File: src/rtl/fetch_pkg.sv
// fetch_pkg -- shared types and constants for the instruction fetch unit.
//   fetch_state_t : fetch FSM state encoding
//   PC_W          : program counter / address / instruction width
//   HALT_OPCODE   : opcode field value that stops fetching
//   PC_INCR       : byte distance between consecutive instructions
//   NOP_INSTR     : word presented to the F/D register when nothing is delivered
//   is_halt()     : opcode decode for the halt instruction
package fetch_pkg;

    localparam int PC_W = 16;

    typedef enum logic [1:0] {
        FETCH = 2'd0,
        WAIT  = 2'd1,
        HOLD  = 2'd2,
        HALT  = 2'd3
    } fetch_state_t;

    localparam logic [3:0]      HALT_OPCODE = 4'hF;
    localparam logic [PC_W-1:0] PC_INCR     = 16'd2;
    localparam logic [PC_W-1:0] NOP_INSTR   = 16'h0000;

    function automatic logic is_halt(input logic [PC_W-1:0] instr);
        return instr[15:12] == HALT_OPCODE;
    endfunction

endpackage

File: src/rtl/fetch_if.sv
// fetch_if -- instruction memory read channel.
//   imem_req   : one-cycle read request (fetch unit -> memory)
//   imem_addr  : request address, valid with imem_req
//   imem_valid : in-order response strobe (memory -> fetch unit)
//   imem_data  : instruction word, valid with imem_valid
// Modports: master = fetch unit side, slave = memory side.
interface fetch_if;
    import fetch_pkg::*;

    logic            imem_req;
    logic [PC_W-1:0] imem_addr;
    logic            imem_valid;
    logic [PC_W-1:0] imem_data;

    modport master (
        output imem_req,
        output imem_addr,
        input  imem_valid,
        input  imem_data
    );

    modport slave (
        input  imem_req,
        input  imem_addr,
        output imem_valid,
        output imem_data
    );

endinterface

File: src/rtl/fetch_unit.sv
// fetch_unit -- single-outstanding-request instruction fetch stage.
//   clk           : clock, all state changes on the rising edge
//   rst           : synchronous, active-low reset
//   stall         : hazard unit holds the F/D register
//   branch_taken  : taken branch resolved in decode this cycle
//   branch_target : redirect address, valid with branch_taken
//   imem          : instruction memory channel (fetch_if.master)
//   instr_out     : instruction presented to the F/D register
//   oldPC_out     : address of instr_out
//   newPC_out     : oldPC_out + 2
//   fd_wen        : F/D register write enable
//   fd_flush      : F/D register loads a NOP
//   halted        : halt instruction fetched, fetching stopped
module fetch_unit
    import fetch_pkg::*;
#(
    parameter logic [15:0] RESET_PC = 16'h0000
) (
    input  logic            clk,
    input  logic            rst,
    input  logic            stall,
    input  logic            branch_taken,
    input  logic [PC_W-1:0] branch_target,
    fetch_if.master         imem,
    output logic [PC_W-1:0] instr_out,
    output logic [PC_W-1:0] oldPC_out,
    output logic [PC_W-1:0] newPC_out,
    output logic            fd_wen,
    output logic            fd_flush,
    output logic            halted
);

    fetch_state_t    state;
    logic [PC_W-1:0] pc;
    logic            squash;
    logic [PC_W-1:0] hold_instr;
    logic [PC_W-1:0] hold_pc;

    // A response is usable only when it is not the one owed to a redirected request.
    logic resp_live;
    assign resp_live = (state == WAIT) && imem.imem_valid && !squash;

    // Output decode: delivery happens in the same cycle as the response, so the
    // F/D-side outputs follow the current state and inputs. Everything is forced
    // to zero while rst is low.
    always_comb begin
        imem.imem_req  = 1'b0;
        imem.imem_addr = '0;
        instr_out      = NOP_INSTR;
        oldPC_out      = '0;
        newPC_out      = '0;
        fd_wen         = 1'b0;
        fd_flush       = 1'b0;
        halted         = 1'b0;
        if (rst) begin
            imem.imem_req = (state == FETCH);
            if (state == FETCH) begin
                imem.imem_addr = pc;
            end
            halted = (state == HALT);
            if (branch_taken) begin
                fd_flush = 1'b1;
            end else if (resp_live) begin
                instr_out = imem.imem_data;
                oldPC_out = pc;
                newPC_out = pc + PC_INCR;
                fd_wen    = !stall;
            end else if (state == HOLD) begin
                instr_out = hold_instr;
                oldPC_out = hold_pc;
                newPC_out = hold_pc + PC_INCR;
                fd_wen    = !stall;
            end
        end
    end

    // State, pc, squash flag and hold buffer.
    always_ff @(posedge clk) begin
        if (!rst) begin
            state      <= FETCH;
            pc         <= RESET_PC;
            squash     <= 1'b0;
            hold_instr <= '0;
            hold_pc    <= '0;
        end else if (branch_taken) begin
            pc         <= branch_target;
            hold_instr <= '0;
            hold_pc    <= '0;
            case (state)
                // The request issued this cycle is in flight: wait it out and drop it.
                FETCH: begin
                    state  <= WAIT;
                    squash <= 1'b1;
                end
                // Still owed a response unless it is arriving right now.
                WAIT: begin
                    if (imem.imem_valid) begin
                        state  <= FETCH;
                        squash <= 1'b0;
                    end else begin
                        state  <= WAIT;
                        squash <= 1'b1;
                    end
                end
                default: begin
                    state  <= FETCH;
                    squash <= 1'b0;
                end
            endcase
        end else begin
            case (state)
                FETCH: begin
                    state <= WAIT;
                end
                WAIT: begin
                    if (imem.imem_valid) begin
                        if (squash) begin
                            squash <= 1'b0;
                            state  <= FETCH;
                        end else if (stall) begin
                            hold_instr <= imem.imem_data;
                            hold_pc    <= pc;
                            state      <= HOLD;
                        end else begin
                            pc    <= pc + PC_INCR;
                            state <= is_halt(imem.imem_data) ? HALT : FETCH;
                        end
                    end
                end
                HOLD: begin
                    if (!stall) begin
                        pc    <= pc + PC_INCR;
                        state <= is_halt(hold_instr) ? HALT : FETCH;
                    end
                end
                HALT: begin
                    state <= HALT;
                end
                default: begin
                    state <= FETCH;
                end
            endcase
        end
    end

endmodule

File: src/flat_wrapper.sv
// flat-port wrapper written by rule: the top's interface ports become plain ports
module fetch_unit_flat import fetch_pkg::*;
#(
    parameter logic [15:0] RESET_PC = 16'h0000
)
  (clk, rst, stall, branch_taken, branch_target, instr_out, oldPC_out, newPC_out, fd_wen, fd_flush, halted, imem_imem_req, imem_imem_addr, imem_imem_valid, imem_imem_data);
  fetch_if imem_i ();
  input  logic clk;
  input  logic rst;
  input  logic stall;
  input  logic branch_taken;
  input  logic [PC_W-1:0] branch_target;
  output logic [PC_W-1:0] instr_out;
  output logic [PC_W-1:0] oldPC_out;
  output logic [PC_W-1:0] newPC_out;
  output logic fd_wen;
  output logic fd_flush;
  output logic halted;
  output wire logic [$bits(imem_i.imem_req)-1:0] imem_imem_req;
  output wire logic [$bits(imem_i.imem_addr)-1:0] imem_imem_addr;
  input wire logic [$bits(imem_i.imem_valid)-1:0] imem_imem_valid;
  input wire logic [$bits(imem_i.imem_data)-1:0] imem_imem_data;
  assign imem_imem_req = imem_i.imem_req;
  assign imem_imem_addr = imem_i.imem_addr;
  assign imem_i.imem_valid = imem_imem_valid;
  assign imem_i.imem_data = imem_imem_data;
  fetch_unit #(.RESET_PC(RESET_PC)) u_core (.clk(clk), .rst(rst), .stall(stall), .branch_taken(branch_taken), .branch_target(branch_target), .imem(imem_i), .instr_out(instr_out), .oldPC_out(oldPC_out), .newPC_out(newPC_out), .fd_wen(fd_wen), .fd_flush(fd_flush), .halted(halted));
endmodule
File: config.mk
export PLATFORM = sky130hd
export DESIGN_NAME = fetch_unit_flat
export DESIGN_NICKNAME = d
export VERILOG_FILES = /design/src/rtl/fetch_pkg.sv /design/src/rtl/fetch_if.sv /design/src/rtl/fetch_unit.sv /design/src/flat_wrapper.sv
export SDC_FILE = /design/constraint.sdc
export NUM_CORES = 1
export LEC_CHECK = 0
export CAP_MARGIN = 20
export CORE_AREA = 2 2 107 89
export DETAILED_ROUTE_END_ITERATION = 10
export DIE_AREA = 0 0 109 91
export DONT_BUFFER_PORTS = 1
export PLACE_DENSITY = 0.56
export SLEW_MARGIN = 20
export SYNTH_ARGS = -nofsm -noshare
export SYNTH_HDL_FRONTEND = slang
export SYNTH_SLANG_ARGS = --single-unit
File: constraint.sdc
create_clock -name clk -period 2.9 [get_ports clk]
set_clock_uncertainty 0.15 [all_clocks]
set_input_delay 0.58 -clock clk [delete_from_list [all_inputs] [get_ports clk]]
set_output_delay 0.58 -clock clk [all_outputs]
set_load 0.05 [all_outputs]
==> results of run 1 <==
## area by class of cell
| cell class | count | area [um^2] | share of cell area, % |
|---|---|---|---|
| Inverter | 7 | 26.28 | 0.5350 |
| Timing Repair Buffer | 100 | 1214 | 24.71 |
| Sequential cell | 51 | 1026 | 20.89 |
| Multi-Input combinational cell | 400 | 2399 | 48.84 |
| Clock inverter | 1 | 30.03 | 0.6115 |
| Clock buffer | 6 | 72.57 | 1.478 |
| Tap cell | 115 | 143.9 | 2.930 |
## per-layer routing
layer  GRT usage (%)  routed length [um]
met1           33.54                5248
met2           34.83                5223
met3           3.446                 746
met4           7.158                 219
met5               0                   0
## cells in the mapped netlist (7+ instances only)
library cell,n
nor3_1,13
nand4_1,7
a21oi_1,56
a31oi_1,10
a211oi_1,9
a22oi_1,21
xnor2_1,11
buf_2,10
nor4_1,7
nand3_1,12
clkbuf_1,35
inv_1,7
and2_1,21
o21ai_0,24
dfxtp_1,51
nor2_1,39
nand2_1,107
## stage by stage
| step | setup slack (ns) | instance area (um^2) | cells |
|---|---|---|---|
| 2_1_floorplan | -0.1137 | 3546 | 507 |
| 3_3_place_gp | 0.1622 | 4730 | 673 |
| 3_5_place_dp | 0.1349 | 4730 | 673 |
| 4_1_cts | 0.02292 | 4857 | 680 |
| 5_1_grt | -0.03737 | 4911 | 680 |
| 6_report | 0.07179 | 4911 | 680 |
## power by group
part           leakage [nW]  switching [mW]  internal [mW]
clock network        0.0513           0.239          0.254
logic                  1.14           0.224          0.147
registers             0.417          0.0317          0.724
## state kept, by name, summed over array words and instances, names as in the netlist
name / cells
u_core.hold_instr: 16
u_core.hold_pc: 16
u_core.pc: 16
u_core.squash: 1
u_core.state: 2
## cell families (layout without fill, tap and decap cells)
family | count (synthesis) | in the layout
buffers and inverters | 56 | 114
multiplexers | 9 | 9
AND/OR/NAND/NOR | 234 | 234
XOR/XNOR | 13 | 13
flip-flops | 51 | 51
AO/OA/AOI/OAI | 142 | 142
adder cells (fa/ha/maj) | 2 | 2
## final timing paths
kind	endpoint	cells after the start	slack, ns	from
max	newPC_out[14]	7	0.07	u_core.pc[2]$_SDFFE_PN0P_
min	u_core.squash$_SDFFE_PN0P_	1	0.21	branch_taken
max reg2reg	u_core.pc[9]$_SDFFE_PN0P_	7	0.75	u_core.state[1]$_SDFFE_PN0P_
min reg2reg	u_core.hold_instr[8]$_SDFFE_PP0P_	2	0.31	u_core.hold_instr[8]$_SDFFE_PP0P_
## worst max-delay path, cell delays in order (launching register included)
cell	delay, ns
dfxtp_1	0.34
buf_4	0.15
nand3_1	0.11
nor4_2	0.30
buf_4	0.17
mux2_2	0.35
a31oi_4	0.22
buf_12	0.16
==> run_results.csv, run 1 <==
group,metric,value,unit
timing,slew_headroom,53.93,%
logic_synthesis,yosys-top-cells-area,"dfxtp_1, nand2_1, a21oi_1, a22oi_1, nor2_1",
logic_synthesis,synthesis.nets,546,
logic_synthesis,synth_mux_area_share,2.720,%
worst_setup_path,start_kind,"register",
clock_network,cts_hold_buf,0,
floorplanning,core_area,8805,um^2
floorplanning,ios,105,
cells_and_area,final_common_cell,"nand2_1",
route,wl_per_cell,16.82,um
clock_network,cts_tree,"yes",
clock_network,cts_root_buf,"clkbuf_8",
logic_synthesis,syn_area,3450,um^2
worst_setup_path,crit_fanout,5,
floorplanning,die_x,109,um
worst_setup_path,arrival,2.10,ns
timing,finalCritPeriodShare,97.52,%
grt,track_usage,23.09,%
clock_network,cts-resized-gates,6,
timing,worst_slew_pin_slew,0.6903,ns
clock_network,cts_sinks,51,
timing,period_needed,2.828,ns
timing,hold_violations,0,
floorplanning,start_util,39.18,%
logic_synthesis,yosysWarnings,0,
logic_synthesis,yosys_register_bits,51,
route,route.detailed.drc,0,
min_path,hp-class,"input pin to register",
run_status,run_status,"finished clean",
clock_network,cts_setup_buffers,0,
timing,fin_tns_setup,0,ns
timing,fmaxAchievable,353.6,MHz
logic_synthesis,ys_async_sr_fraction,0,%
placed_design,detailed_place_hpwl,8579,um
clock_network,path_clk_slew,0.09,ns
grt,grt_pass1_wl,18200,um
grt,grt_pass1_vias,3642,
logic_synthesis,synth_top_family_by_area,"simple AND/OR/NAND/NOR gates",
route,drt_iter0_markers,291,
logic_synthesis,synth-edff-count,0,
grt,overflow,0,
clock_network,clock_path_buffers,2,
grt,grt_max_degree,48,
route,antenna_left,0,
cells_and_area,nets,604,
placed_design,gp_congestion,0.9186,
cells_and_area,layout_common_cells,"nand2_1, buf_4, dfxtp_1, a21oi_1, buf_12",
floorplanning,die-area,9919,um^2
floorplanning,num_rows,31,
pwr,ir_drop,0.1875,mV
logic_synthesis,synth_area_leader_cell,"dfxtp_1",
logic_synthesis,ys.flop_type,"dfxtp_1",
cells_and_area,drive_above_1_share,27.61,%
logic_synthesis,synth-adder-area-share,0.7254,%
cells_and_area,utilization,55.78,%
timing,hold_slack,0.2130,ns
route,drt-pass1-iter-count,5,
clock_network,numCtsBuffers,5,
timing,slew_viol_final,0,
floorplanning,die_height,91,um
grt,antenna_found_initial,0,
worst_setup_path,crit_type,"register to primary output",
timing,rsz0062_at_grt,"yes",
cells_and_area,syn2layout_area_growth,42.36,%
logic_synthesis,yosysSeqAreaShare,29.60,%
logic_synthesis,yosysUniqueCellTypes,50,
clock_network,h-tree-depth,2,
pwr,power.leakage,1.610,nW
pwr,power,1.619,mW
logic_synthesis,synth_cells,507,
route,vias,3876,
logic_synthesis,synth_compound_area_share,25.10,%
cells_and_area,fill_cells,805,
cells_and_area,antenna_cells,0,
timing,setup_viol,0,
worst_setup_path,cp-end-kind,"primary output",
clock_network,clk_latency,0.30,ns
logic_synthesis,synth_xor_area_share,3.301,%
placed_design,port_buffers,0,
route,wirelength,11440,um
route,vias_per_cell,5.700,
pwr,pwr_density_cell,329.8,nW/um^2
logic_synthesis,syn-mean-instance-area,6.804,um^2
logic_synthesis,yosysTopAreaCellShare,29.60,%
run,drv_cap,0,
worst_setup_path,worstPathRequired,2.17,ns
logic_synthesis,synthSimpleGateAreaFrac,31.96,%
(Power assumes the default switching activity.)
==> run 2, diff against run 1 <==
==> constraint.sdc (replaced) <==
create_clock -name clk -period 2.9 [get_ports clk]
set_clock_uncertainty 0.15 [all_clocks]
set_input_delay 0.145 -clock clk [delete_from_list [all_inputs] [get_ports clk]]
set_output_delay 0.145 -clock clk [all_outputs]
set_load 0.05 [all_outputs]
==> run_results.csv, run 2 (synthesis gave the netlist of run 1 again) <==
group,metric,value,unit
run_status,run_status,"finished clean",
route,vias,3921,
timing,worst_slew_pin_slew,0.6914,ns
cells_and_area,antenna_cells,0,
timing,period_needed,2.715,ns
floorplanning,die-area,9919,um^2
min_path,whs_path_depth,3,
worst_setup_path,crit_type,"register to primary output",
clock_network,clk_latency,0.32,ns
placed_design,port_buffers,0,
floorplanning,die_x,109,um
cells_and_area,fill_cells,902,
grt,grt_max_degree,31,
route,drt_iter0_markers,351,
grt,overflow,0,
floorplanning,start_util,39.18,%
route,antenna_left,0,
route,vias_per_cell,5.724,
placed_design,dpl_worst_slack,0.4599,ns
min_path,hp-class,"input pin to register",
floorplanning,ios,105,
worst_setup_path,rr_worst_depth,5,
cells_and_area,nets,608,
timing,slew_headroom,53.90,%
worst_setup_path,start_kind,"register",
clock_network,cts_tree,"yes",
cells_and_area,top_regs,"u_core.hold_instr (16), u_core.hold_pc (16), u_core.pc (16)",
timing,setup_viol,0,
cells_and_area,drive_above_1_share,16.67,%
cells_and_area,multiInputGateArea,2268,um^2
cells_and_area,seqCellArea,1022,um^2
timing,fin_tns_setup,0,ns
timing,hold_violations,0,
cells_and_area,final_common_cell,"nand2_1",
timing,timing.final.ws_setup,0.1854,ns
clock_network,clock_path_buffers,2,
timing,rsz0062_at_grt,"no",
pwr,power.leakage,1.480,nW
pwr,pwr_density_cell,365.8,nW/um^2
pwr,ir_drop,0.1774,mV
placed_design,gp_congestion,0.8472,
pwr,power,1.634,mW
worst_setup_path,arrival,2.42,ns
cells_and_area,utilization,50.73,%
clock_network,path_clk_slew,0.10,ns
floorplanning,core_area,8805,um^2
timing,finalCritPeriodShare,93.61,%
route,wirelength,12100,um
floorplanning,num_rows,31,
grt,grt_pass1_vias,3776,
worst_setup_path,critPathLaunch,"u_core.pc[5]$_SDFFE_PN0P_",
worst_setup_path,regToRegStartpoint,"u_core.pc[5]$_SDFFE_PN0P_",
clock_network,cts_sinks,51,
cells_and_area,layout_common_cells,"nand2_1, buf_4, a21oi_1, dfxtp_1",
worst_setup_path,cp-end-kind,"primary output",
min_path,hp-start,"stall",
grt,track_usage,24.45,%
timing,fmaxAchievable,368.4,MHz
grt,antenna_found_initial,0,
grt,grt_pass1_wl,19160,um
cells_and_area,syn2layout_area_growth,29.49,%
run,drv_cap,0,
route,wl_per_cell,17.66,um
timing,hold_slack,0.03378,ns
worst_setup_path,crit_fanout,7,
clock_network,numCtsBuffers,5,
route,route.detailed.drc,0,
worst_setup_path,worstPathRequired,2.61,ns
route,drt-pass1-iter-count,5,
floorplanning,die_height,91,um
clock_network,h-tree-depth,2,
timing,slew_viol_final,0,
clock_network,cts_root_buf,"clkbuf_8",
placed_design,detailed_place_hpwl,8333,um
==> run 2: cell types whose count changed in the layout (fill, tap and decap cells not counted), sizes merged <==
cell	change
buf	-34
clkinv	+1
dlygate4sd3	+38
==> run 2: worst max-delay path: stages (launching register included) <==
cell,delay [ns]
dfxtp_1,0.49
nand3_1,0.30
nor4_2,0.47
mux2_2,0.38
a31oi_1,0.23
buf_4,0.24
==> run 2: timing repair <==
action                                  4_1_cts  5_1_grt
setup buffers                                 0        2
endpoints found under the hold margin        35        0
hold buffers                                 38        0
endpoints found under the setup margin        0        2
gates resized for setup                       0        4
==> run 2: area by class of cell <==
cell class | count | share of cell area, %
Clock buffer | 6 | 1.849
Timing Repair Buffer | 104 | 19.89
Inverter | 7 | 0.5882
Clock inverter | 2 | 0.7843
Multi-Input combinational cell | 400 | 50.78
Tap cell | 115 | 3.221
Sequential cell | 51 | 22.89
==> run 2: stage by stage <==
step           cells  cell area [um^2]
2_1_floorplan    507              3450
3_3_place_gp     637              3931
3_5_place_dp     637              3931
4_1_cts          683              4429
5_1_grt          685              4467
6_report         685              4467
==> run 2: per-layer routing <==
layer	wire length, um	global-route usage (%)	vias up
met1	5453	33.83	1869
met2	5595	39.03	148
li1	-	-	1892
met5	0	0	-
met3	906	5.169	12
met4	140	4.915	0
==> run 2: power breakdown <==
part	switching, mW	internal (mW)
Combinational	0.208	0.120
Clock	0.259	0.280
Sequential	0.0430	0.723
Total	0.511	1.12
==> run 2: worst paths after layout <==
| check | to | slack, ns |
|---|---|---|
| worst max-delay path | newPC_out[14] | 0.19 |
| worst min-delay path | u_core.pc[7]$_SDFFE_PN0P_ | 0.03 |
| worst max register to register | u_core.pc[15]$_SDFFE_PN0P_ | 0.48 |
| worst min register to register | u_core.hold_instr[2]$_SDFFE_PP0P_ | 0.31 |
==> run 3, diff against run 2 <==
--- a/config.mk
+++ b/config.mk
@@ -10,6 +10,7 @@
 export DETAILED_ROUTE_END_ITERATION = 10
 export DIE_AREA = 0 0 109 91
 export DONT_BUFFER_PORTS = 1
+export MAX_ROUTING_LAYER = met4
 export PLACE_DENSITY = 0.56
 export SLEW_MARGIN = 20
 export SYNTH_ARGS = -nofsm -noshare
==> run_results.csv, run 3 (synthesis gave the netlist of run 1 again) <==
group,metric,value,unit
run_status,run_status,"complete, but fails checks",
run_status,violations,"hold timing",
timing,hold_violations,1,
route,antenna_left,0,
route,drt_iter0_markers,296,
floorplanning,die_height,91,um
clock_network,cts_root_buf,"clkbuf_8",
placed_design,placed_cells,636,
floorplanning,start_util,39.18,%
grt,grt_util_met1,35.86,%
clock_network,path_clk_slew,0.10,ns
cells_and_area,nets,606,
pwr,ir_drop,0.1607,mV
cells_and_area,final_common_cell,"nand2_1",
placed_design,detailed_place_hpwl,8427,um
clock_network,numCtsBuffers,5,
worst_setup_path,worstPathRequired,2.61,ns
cells_and_area,top_regs,"u_core.hold_instr (16), u_core.hold_pc (16), u_core.pc (16)",
route,route.detailed.drc,0,
grt,use_met2,38.87,%
timing,setup_viol,0,
grt,track_usage,25.63,%
placed_design,port_buffers,0,
grt,top_usage_layer,"met2",
route,vias,3887,
worst_setup_path,crit_type,"register to primary output",
grt,gr-usage-met3,3.589,%
timing,hold_slack,-0.004557,ns
pwr,power.leakage,1.457,nW
timing,slew_viol_final,0,
route,wl_per_cell,17.89,um
min_path,hp-class,"input pin to register",
clock_network,cts_tree,"yes",
cells_and_area,layout_common_cells,"nand2_1, buf_4, a21oi_1, dfxtp_1, nor2_1",
worst_setup_path,start_kind,"register",
worst_setup_path,r2r_slack,0.41,ns
route,vias_per_cell,5.699,
timing,fmaxAchievable,353.3,MHz
worst_setup_path,arrival,2.54,ns
timing,slew_headroom,52.74,%
floorplanning,num_rows,31,
timing,period_needed,2.830,ns
clock_network,h-tree-depth,2,
timing,worst_slew_pin_slew,0.7088,ns
clock_network,clock_path_buffers,2,
clock_network,clk_latency,0.32,ns
pwr,pwr_density_cell,347.1,nW/um^2
cells_and_area,finalNonFillerCells,682,
floorplanning,die_x,109,um
cells_and_area,finalInstanceArea,4419,um^2
cells_and_area,antenna_cells,0,
grt,overflow,0,
route,drt-pass1-iter-count,6,
run,drv_cap,0,
grt,grt_pass1_wl,19320,um
grt,grt_pass1_vias,3708,
floorplanning,die-area,9919,um^2
placed_design,gp_congestion,0.9272,
grt,grt_max_degree,31,
clock_network,cts_sinks,51,
floorplanning,ios,105,
grt,antenna_found_initial,0,
worst_setup_path,crit_fanout,8,
route,wirelength,12200,um
cells_and_area,syn2layout_area_growth,28.11,%
worst_setup_path,cp-end-kind,"primary output",
placed_design,post_dp_cell_area,3924,um^2
cells_and_area,drive_above_1_share,16.40,%
floorplanning,core_area,8805,um^2
timing,finalCritPeriodShare,97.59,%
## run 3: metal layers
layer,part of all wire (%),vias to the layer above
li1,-,1883
met1,46,1853
met2,46,140
met3,6.6,11
met4,0.89,0
met5,0,-
## run 3: final cells by class
cell class              count  area [um^2]
fillers                   914         4385
multi-input cells         400         2268
flip-flops and latches     51         1022
repair buffers            102        870.8
well taps                 115        143.9
clock buffers               6        82.58
inverters                   7        26.28
clock inverters             1        5.005
## run 3: worst paths after layout
check             cells after the start                                end                         startpoint
setup reg to reg                      5         u_core.pc[15]$_SDFFE_PN0P_          u_core.pc[6]$_SDFFE_PN0P_
hold / removal                        2          u_core.pc[8]$_SDFFE_PN0P_                   branch_target[8]
hold reg to reg                       2  u_core.hold_instr[3]$_SDFFE_PP0P_  u_core.hold_instr[3]$_SDFFE_PP0P_
setup / recovery                      6                      newPC_out[13]          u_core.pc[6]$_SDFFE_PN0P_
## run 3: per-stage QoR
stage,hold WS (ns),setup slack (ns),util [%],TNS (ns),total power [mW]
finish,-0.004557,0.06991,50.19,0,1.534
global placement,0.09898,0.5048,44.56,0,1.051
detailed placement,0.1161,0.4681,44.56,0,1.055
global route,0.02793,-0.01842,50.19,-0.01842,1.590
floorplan,0.1310,0.07119,-,0,0.9811
CTS,0.002423,0.09575,49.77,0,1.530
## run 3: critical path, stage by stage (launching register included)
cell and delay (ns):
dfxtp_1 0.50, nand3_1 0.31, buf_4 0.26, nor4_1 0.44
mux2i_1 0.14, a21oi_1 0.30, buf_4 0.26
## run 3: where the power goes
part / switching, mW / internal [mW]
Sequential: 0.0454 / 0.723
Combinational: 0.208 / 0.118
Clock: 0.251 / 0.188
Total: 0.504 / 1.03
## run 3: what timing repair did
item,CTS,global route
buffers inserted,0,2
endpoints found under the setup margin,0,2
hold buffers,37,0
hold endpoints to repair,35,0
resized for setup,0,4
